===== src/rtl/pipe_hazard_ctrl_if.sv =====
// Pipeline hazard controller bundle: hazard/memory status in, register enables and flushes out.
// The slave modport is the controller's view; master is the pipeline datapath's view.
interface pipe_hazard_ctrl_if;
  localparam int unsigned REG_W = 5;

  logic             MEM_RD;
  logic             MEM_WR;
  logic             mem_ack;
  logic             ld_exe;
  logic [REG_W-1:0] rt_exe;
  logic [REG_W-1:0] rs_id;
  logic [REG_W-1:0] rt_id;
  logic             branch_taken;

  logic             enablePC;
  logic             enableIF;
  logic             enableID;
  logic             enableEX;
  logic             enableMEM;
  logic             resetIF;
  logic             resetID;
  logic             mem_req;
  logic             mem_err;

  modport master (
    output MEM_RD, MEM_WR, mem_ack, ld_exe, rt_exe, rs_id, rt_id, branch_taken,
    input  enablePC, enableIF, enableID, enableEX, enableMEM,
    input  resetIF, resetID, mem_req, mem_err
  );

  modport slave (
    input  MEM_RD, MEM_WR, mem_ack, ld_exe, rt_exe, rs_id, rt_id, branch_taken,
    output enablePC, enableIF, enableID, enableEX, enableMEM,
    output resetIF, resetID, mem_req, mem_err
  );
endinterface


===== src/rtl/pipe_hazard_ctrl.sv =====
// Five-stage pipeline hazard controller: data-memory wait freeze with timeout,
// load-use bubble insertion and taken-branch IF flush.
module pipe_hazard_ctrl #(
  parameter int unsigned MEM_TIMEOUT = 8
) (
  input  logic               reloj,
  input  logic               reset,
  pipe_hazard_ctrl_if.slave  bus
);

  localparam int unsigned CNT_W = (MEM_TIMEOUT == 0) ? 1 : $clog2(MEM_TIMEOUT + 1);
  localparam int unsigned EN_W  = 5;

  typedef enum logic [1:0] {
    RUN      = 2'd0,
    MEM_WAIT = 2'd1,
    ERR      = 2'd2
  } state_t;

  state_t            state_q;
  state_t            state_d;
  logic [CNT_W-1:0]  cnt_q;
  logic [CNT_W-1:0]  cnt_d;
  logic              err_q;

  logic              acc;
  logic              freeze;
  logic              load_use;

  // Enables ordered {PC, IF_ID, ID_EX, EX_MEM, MEM_WB}
  logic [EN_W-1:0]   en;
  logic              flush_if;
  logic              flush_id;
  logic              req;

  assign acc      = bus.MEM_RD | bus.MEM_WR;
  assign freeze   = acc & ~bus.mem_ack & (state_q != ERR);
  // Register 0 is hardwired zero, so a load targeting it never creates a dependency
  assign load_use = bus.ld_exe
                  & (bus.rt_exe != '0)
                  & ((bus.rt_exe == bus.rs_id) | (bus.rt_exe == bus.rt_id));

  // State register, wait counter and sticky error flag
  always_ff @(posedge reloj or posedge reset) begin
    if (reset) begin
      state_q <= RUN;
      cnt_q   <= '0;
      err_q   <= 1'b0;
    end else begin
      state_q <= state_d;
      cnt_q   <= cnt_d;
      err_q   <= err_q | (state_d == ERR);
    end
  end

  // Next-state logic
  always_comb begin
    state_d = state_q;
    cnt_d   = cnt_q;
    case (state_q)
      RUN: begin
        if (freeze) begin
          state_d = MEM_WAIT;
          cnt_d   = CNT_W'(1);
        end
      end
      MEM_WAIT: begin
        if (bus.mem_ack) begin
          state_d = RUN;
          cnt_d   = '0;
        end else if (cnt_q >= CNT_W'(MEM_TIMEOUT)) begin
          state_d = ERR;
        end else begin
          cnt_d = cnt_q + CNT_W'(1);
        end
      end
      ERR: begin
        state_d = ERR;
      end
      default: begin
        state_d = RUN;
        cnt_d   = '0;
      end
    endcase
  end

  // Output decode; priority freeze > load-use > branch
  always_comb begin
    en       = '0;
    flush_if = 1'b0;
    flush_id = 1'b0;
    req      = 1'b0;
    if (!reset) begin
      case (state_q)
        RUN, MEM_WAIT: begin
          req = acc;
          if (freeze) begin
            en = '0;
          end else if (load_use) begin
            en       = EN_W'(5'b00111);
            flush_id = 1'b1;
          end else if (bus.branch_taken) begin
            en       = '1;
            flush_if = 1'b1;
          end else begin
            en = '1;
          end
        end
        default: begin
          en  = '0;
          req = 1'b0;
        end
      endcase
    end
  end

  assign bus.enablePC  = en[4];
  assign bus.enableIF  = en[3];
  assign bus.enableID  = en[2];
  assign bus.enableEX  = en[1];
  assign bus.enableMEM = en[0];
  assign bus.resetIF   = flush_if;
  assign bus.resetID   = flush_id;
  assign bus.mem_req   = req;
  assign bus.mem_err   = err_q;

endmodule


===== src/flat_wrapper.sv =====
// flat-port wrapper written by rule: the top's interface ports become plain ports
module pipe_hazard_ctrl_flat 
#(
  parameter int unsigned MEM_TIMEOUT = 8
)
  (reloj, reset, bus_MEM_RD, bus_MEM_WR, bus_mem_ack, bus_ld_exe, bus_rt_exe, bus_rs_id, bus_rt_id, bus_branch_taken, bus_enablePC, bus_enableIF, bus_enableID, bus_enableEX, bus_enableMEM, bus_resetIF, bus_resetID, bus_mem_req, bus_mem_err);
  pipe_hazard_ctrl_if bus_i ();
  input  logic reloj;
  input  logic reset;
  input wire logic [$bits(bus_i.MEM_RD)-1:0] bus_MEM_RD;
  input wire logic [$bits(bus_i.MEM_WR)-1:0] bus_MEM_WR;
  input wire logic [$bits(bus_i.mem_ack)-1:0] bus_mem_ack;
  input wire logic [$bits(bus_i.ld_exe)-1:0] bus_ld_exe;
  input wire logic [$bits(bus_i.rt_exe)-1:0] bus_rt_exe;
  input wire logic [$bits(bus_i.rs_id)-1:0] bus_rs_id;
  input wire logic [$bits(bus_i.rt_id)-1:0] bus_rt_id;
  input wire logic [$bits(bus_i.branch_taken)-1:0] bus_branch_taken;
  output wire logic [$bits(bus_i.enablePC)-1:0] bus_enablePC;
  output wire logic [$bits(bus_i.enableIF)-1:0] bus_enableIF;
  output wire logic [$bits(bus_i.enableID)-1:0] bus_enableID;
  output wire logic [$bits(bus_i.enableEX)-1:0] bus_enableEX;
  output wire logic [$bits(bus_i.enableMEM)-1:0] bus_enableMEM;
  output wire logic [$bits(bus_i.resetIF)-1:0] bus_resetIF;
  output wire logic [$bits(bus_i.resetID)-1:0] bus_resetID;
  output wire logic [$bits(bus_i.mem_req)-1:0] bus_mem_req;
  output wire logic [$bits(bus_i.mem_err)-1:0] bus_mem_err;
  assign bus_i.MEM_RD = bus_MEM_RD;
  assign bus_i.MEM_WR = bus_MEM_WR;
  assign bus_i.mem_ack = bus_mem_ack;
  assign bus_i.ld_exe = bus_ld_exe;
  assign bus_i.rt_exe = bus_rt_exe;
  assign bus_i.rs_id = bus_rs_id;
  assign bus_i.rt_id = bus_rt_id;
  assign bus_i.branch_taken = bus_branch_taken;
  assign bus_enablePC = bus_i.enablePC;
  assign bus_enableIF = bus_i.enableIF;
  assign bus_enableID = bus_i.enableID;
  assign bus_enableEX = bus_i.enableEX;
  assign bus_enableMEM = bus_i.enableMEM;
  assign bus_resetIF = bus_i.resetIF;
  assign bus_resetID = bus_i.resetID;
  assign bus_mem_req = bus_i.mem_req;
  assign bus_mem_err = bus_i.mem_err;
  pipe_hazard_ctrl #(.MEM_TIMEOUT(MEM_TIMEOUT)) u_core (.reloj(reloj), .reset(reset), .bus(bus_i));
endmodule

===== config.mk =====
export PLATFORM = sky130hd
export DESIGN_NAME = pipe_hazard_ctrl_flat
export DESIGN_NICKNAME = d
export VERILOG_FILES = /design/src/rtl/pipe_hazard_ctrl_if.sv /design/src/rtl/pipe_hazard_ctrl.sv /design/src/flat_wrapper.sv
export SDC_FILE = /design/constraint.sdc
export NUM_CORES = 1
export LEC_CHECK = 0
export CAP_MARGIN = 20
export CORE_MARGIN = 2
export CORE_UTILIZATION = 37
export CTS_CLUSTER_DIAMETER = 60
export DETAILED_ROUTE_END_ITERATION = 8
export GPL_ROUTABILITY_DRIVEN = 0
export PLACE_DENSITY = 0.77
export SKIP_CTS_REPAIR_TIMING = 1
export SYNTH_ARGS = -nofsm -noshare
export SYNTH_HDL_FRONTEND = slang
export SYNTH_SLANG_ARGS = --single-unit

===== constraint.sdc =====
create_clock -name reloj -period 1.9 [get_ports reloj]
set_input_delay 0.38 -clock reloj [delete_from_list [all_inputs] [get_ports reloj]]
set_output_delay 0.38 -clock reloj [all_outputs]
set_load 0.1 [all_outputs]

==> impl_metrics.toml <==
[setup_path]
crit_chain = "buf_6 -> or4_4 -> o21a_4 -> a21boi_4 -> buf_12"
crit_family = "simple AND/OR/NAND/NOR gates"
worstSetupEndpointType = "output port"
rr_worst_depth = 4
critical_path.max_stage_delay_ns = 0.52
cp_max_fo = 3
reg2reg_slack_ns = 0.48
cp.arrival_ns = 1.66
critPathKind = "in2out"
start_kind = "primary input"
crit_required_ns = 1.52
worst_path_max_delay_cell = "or4_4"
r2r_start = "u_core.state_q[0]"
worstPathBufferInverterCount = 2
r2r-end = "u_core.cnt_q[2]"

[finish]
final_area_um2 = 1136
synthToLayoutAreaGrowth_pct = 101.3
instances_no_fill = 116
n_fill_cell = 108
final_layout_size_suffix_gt1_frac = 0.3700
diodes = 0
layout.cells.most_common = "dlymetal6s2s_1"
final_nets = 125
most-common-layout-cells = "dlymetal6s2s_1 (14), xnor2_1 (10), buf_4 (9)"

[pwr]
p_sw_mw = 0.2120
clockPowerShare = 0.216
p_total_mw = 0.5764
p_sw_frac = 0.3677
cellPowerDensity_nw_per_um2 = 507.4
pwr-share-comb = 0.494
p_int_mw = 0.3645
peakVddDrop_v = 0.0005086
seqPwrFrac = 0.290
leakagePower_nw = 0.5856

[run]
drv_cap = 0

[hold_path]
min_to = "u_core.bus.mem_err"
hp-start = "u_core.bus.mem_err"
min_path_type = "reg2reg"
worstHoldPathCells = 1

[cts]
clk_latency_ns = 0.24
cts_sinks = 7
clock_path_buffers = 2
cts_tree = "yes"
cts-root-buf = "clkbuf_4"
clk_pin_slew_ns = 0.04
htreeDepth = 1
cts_buffers = 3

[placed_design]
hpwl_mm = 1.292
place_inst = 112
port_buffers = 30
pre_cts_slack_ns = -0.5575
dpl-instance-area_um2 = 1046

[timing]
setup_viol = 4
finalCritPeriodShare = 1.072
fin_ws_ns = -0.1369
fin_crit_ns = 2.037
relSlewSlack = 0.7030
slew_violations = 0
timing.hold.ws_ns = 0.4771
fmax_mhz = 490.9
hold_violations = 0
worst_slew_pin_slew_ns = 0.4343
rsz0062_at_grt = "yes"
clock_skew_ns = 0.003162

[global_route]
track_usage = 0.1812
grt_remaining_overflow = 0
antenna_found_initial = 0
grt_pass1_vias = 631
grt_max_degree = 9
grt_pass1_wl_mm = 2.587

[synth]
avgSynthCellArea_um2 = 9.251
synth_warnings = 0
syn_nets = 85
syn_area_um2 = 564.3
synth-edff-count = 0
synth_seq_cells = 7
synthDistinctLibCells = 29
async_reset_ff_frac = 1.000
syn_inst = 61
ys_seq_area_frac = 0.3104
synth_top_flop_cell = "dfrtp_1"

[drt]
wirelength_mm = 1.634
vias = 588
drt_iter0_markers = 7
post_drt_wl_per_cell_um = 14.09
via_per_inst = 5.069
drc_errors = 0
ant_nets = 0
first_pass_iters = 4

[die]
design.die.area_um2 = 1853
dieHeight_um = 43.05
coreArea_um2 = 1471
die_w_um = 43.05
start_util = 0.3835
ioPinCount = 31
rows = 14

[run_status]
violations = "negative setup slack"
status = "finished with violations"
[final cells by class]
type | count | area, um2 | area share
Multi-Input combinational cell | 46 | 417.9 | 0.3678
Inverter | 4 | 15.01 | 0.01322
Tap cell | 16 | 20.02 | 0.01762
Timing Repair Buffer | 39 | 481.7 | 0.4240
Sequential cell | 7 | 175.2 | 0.1542
Clock buffer | 4 | 26.28 | 0.02313
[synthesized netlist by cell type (all sizes together), types with 2 or more instances]
library cell   n  share of area
nand2          4          0.027
a22o           2          0.031
nand3          2          0.018
dfrtp          7           0.31
o21ai          4          0.042
o21a           2          0.027
buf            4          0.049
xnor2         10           0.16
ha             2          0.044
a21oi          2          0.018
inv            4          0.027
nor3b          2          0.035
nor2           3          0.020
[sequential cells by signal, summed over array words and instances, names as in the netlist]
name                count
u_core.bus.mem_err      1
u_core.cnt_q            4
u_core.state_q          2
[power by group through the flow]
| stage | sequential [mW] | combinational [mW] | clock [mW] |
|---|---|---|---|
| 3_5_place_dp | 0.169 | 0.281 | 0 |
| 6_report | 0.167 | 0.285 | 0.125 |
| 2_1_floorplan | 0.174 | 0.158 | 0 |
| 4_1_cts | 0.167 | 0.283 | 0.130 |
| 3_3_place_gp | 0.168 | 0.277 | 0 |
| 5_1_grt | 0.168 | 0.300 | 0.140 |
[kinds of logic (layout without fill, tap and decap cells)]
logic type	count (synthesis)	count (layout)	synth area share
compound gates	16	16	0.2351
xor+xnor	10	10	0.1552
buf+inv	8	47	0.07537
simple gates	18	18	0.1796
flops	7	7	0.3104
fa+ha+maj	2	2	0.04434
[routing by layer]
layer / wire length [um] / vias to the layer above / track usage / part of all wire
met5: 0 / - / 0 / 0
met4: 0 / 0 / 0.04242 / 0
met3: 124 / 0 / 0.05957 / 0.076
met2: 900 / 24 / 0.3333 / 0.55
met1: 609 / 274 / 0.1989 / 0.37
li1: - / 290 / - / -
[worst max path at each step]
stage / startpoint / endpoint / slack, ns / cells after the start
2_1_floorplan: bus_rt_exe[1] / bus_enablePC / -0.50 / 4
3_3_place_gp: bus_rt_exe[1] / bus_enablePC / -0.53 / 5
3_5_place_dp: bus_rt_exe[1] / bus_enableIF / -0.56 / 5
4_1_cts: bus_rt_exe[1] / bus_enableIF / -0.57 / 5
5_1_grt: bus_rt_exe[2] / bus_enableIF / -0.16 / 5
6_report: bus_rt_exe[2] / bus_enableIF / -0.14 / 5
[worst register-to-register path, delay by kind of cell, from the launching register on]
| kind | cells | cell delay [ns] |
|---|---|---|
| AOI/OAI and AO/OA | 4 | 0.89 |
| DFF | 1 | 0.42 |
[stage by stage]
step	util	TNS (ns)
after CTS	0.7287	-2.532
after global routing	0.7721	-0.4942
after detailed placement	0.7109	-2.484
after global placement	0.7109	-2.349
after floorplan	-	-1.009
final	0.7721	-0.3977
(Power assumes the default switching activity.)
==> edit: new RTL, config.mk and constraints unchanged <==
Reset style: synchronous (`reset`), changed in one clocked block.
--- a/src/rtl/pipe_hazard_ctrl.sv
+++ b/src/rtl/pipe_hazard_ctrl.sv
@@ -41,7 +41,7 @@
                   & ((bus.rt_exe == bus.rs_id) | (bus.rt_exe == bus.rt_id));
 
   // State register, wait counter and sticky error flag
-  always_ff @(posedge reloj or posedge reset) begin
+  always_ff @(posedge reloj) begin
     if (reset) begin
       state_q <= RUN;
       cnt_q   <= '0;
Behaviour: differs if reset is asserted again (counterexample within 10 cycles, from zero or initial values and one cycle with reset high); with reset held inactive, the same outputs for 10 cycles.
==> edit against the original RTL <==
- combinational power down 7.7%
- total power decreased by 2.3%
- clock power increased by 14%
- area after synthesis down 5.3%
- design area fell by 3.9%
- sequential power is 6% lower
- routed wire length up 8.2%
- sequential cell count did not move
- setup slack worse by 0.0029 ns
- fmax fell by 0.14%
- the run still ends with setup timing left
==> edit: results (changes against the original RTL) <==
| Metric | Value |
|---|---|
| Post-DP Area | `1015 um^2 (-3.0%)` |
| Setup WS post-layout | `-0.1398 ns (-0.002910 ns)` |
| WP data arrival | `1.66 ns (about the same)` |
| Final setup fails | `4 (unchanged)` |
| Max reg flops | `4 (unchanged)` |
| Clock skew | `0.004359 ns (+0.001197 ns)` |
| DP HPWL | `1303 um (+0.84%)` |
| Dpl ws | `-0.5085 ns (+0.04899 ns)` |
| Via count | `660 (+12%)` |
| Final setup TNS | `-0.4593 ns (-0.06152 ns)` |
| Final Util | `82.91% (+5.7 points)` |
| Placed cells | `117 (+4.5%)` |
| Most flop-heavy register | `u_core.cnt_q` |
| Crit-path max FO | `3 (unchanged)` |
| Clk_lat worst skew | `0.26 ns (+0.02 ns)` |
| Share of layout cells above drive strength 1 | `37.04% (+0.037 points)` |
| Outcome | `finished, violations left` |
| Clk buf depth | `2 (unchanged)` |
| YS warnings | `0 (unchanged)` |
| Slew @ Worst Pin | `0.3630 ns (-0.07136 ns)` |
| Register area share after synthesis | `26.23% (-4.8 points)` |
| Leakage | `0.0005130 uW (-12%)` |
| Nets | `133 (+6.4%)` |
| Mapped cell area | `534.3 um^2 (-5.3%)` |
| I/O Buffers | `30 (unchanged)` |
| Reg clk slew, reported paths | `0.06 ns (+0.02 ns)` |
| Hold Path Class | `reg -> reg` |
| Failing checks | `setup timing` |
| Area contributors post-synth | `dfxtp_1 (26%), xnor2_1 (18%), a21oi_1 (4.7%)` |
| Gr usage total | `20.45% (+2.3 points)` |
| H-tree depth | `1 (unchanged)` |
| Total Routed Length | `1768 um (+8.2%)` |
| N_diodes | `0 (unchanged)` |
| Vias in the first global route | `669 (+6.0%)` |
| Distinct cells, synth | `30 (+3.4%)` |
| Top cells by count, synth | `xnor2_1 (11), dfxtp_1 (7), a21oi_1 (5)` |
| Post-Syn Instances | `67 (+9.8%)` |
| Starting DRC count in detailed routing | `14 (+7)` |
| Root Driver | `clkbuf_4` |
| Switch share | `36.99% (+0.21 points)` |
| Post-synth net total | `91 (+7.1%)` |
| Num CTS Buffers | `3 (unchanged)` |
| Maximum vdd drop | `0.0003780 V (-26%)` |
| Top FF cell, synth | `dfxtp_1` |
| Synth async-reset ratio | `0% (-100 points)` |
| Initial antenna violation count | `0 (unchanged)` |
| Wire per inst | `14.37 um (+2.0%)` |
| Pin count of the biggest net entering global routing | `11 (+2)` |
| First-pass iteration count of the detailed router | `5 (+1)` |
| Fill cell count | `85 (-21%)` |
| First-pass GRT wire length | `2766 um (+6.9%)` |
edit: power groups by stage:
stage | combinational (uW) | clock [uW] | sequential [uW]
3_3_place_gp | 255 | 0 | 159
5_1_grt | 276 | 152 | 158
2_1_floorplan | 149 | 0 | 156
3_5_place_dp | 258 | 0 | 160
6_report | 263 | 143 | 157
4_1_cts | 259 | 144 | 157
edit: worst paths after layout:
kind                            slack (ns)  cells after the start               start                  to
worst min-delay path                  0.47                      2  u_core.bus.mem_err  u_core.bus.mem_err
worst min register to register        0.47                      2  u_core.bus.mem_err  u_core.bus.mem_err
worst max register to register        0.56                      4   u_core.state_q[0]     u_core.cnt_q[0]
worst max-delay path                 -0.14                      5       bus_rt_exe[3]        bus_enableIF
edit: logic make-up after synthesis:
| group | count (synthesis) | share of synthesized area (%) |
|---|---|---|
| compound gates | 17 | 20.38 |
| xor+xnor | 11 | 18.03 |
| fa+ha+maj | 2 | 4.683 |
| buf+inv | 8 | 7.961 |
| flops | 7 | 26.23 |
| simple gates | 22 | 22.72 |
edit: final cells by class:
| type | count | share of cell area, % |
|---|---|---|
| Timing Repair Buffer | 42 | 44.44 |
| Multi-Input combinational cell | 52 | 37.57 |
| Sequential cell | 7 | 12.83 |
| Clock buffer | 4 | 2.405 |
| Tap cell | 15 | 1.718 |
| Inverter | 3 | 1.031 |
edit: critical path, cell delays in order:
cell	delay (ns)
buf_6	0.09
or4_4	0.53
o21a_4	0.25
a21boi_4	0.20
buf_12	0.20
edit: routing by layer:
layer	GRT usage (%)	wire, um	vias up
li1	-	-	317
met1	22.72	663	306
met2	34.38	908	31
met3	7.759	129	6
met4	9.032	67	0
met5	0	0	-
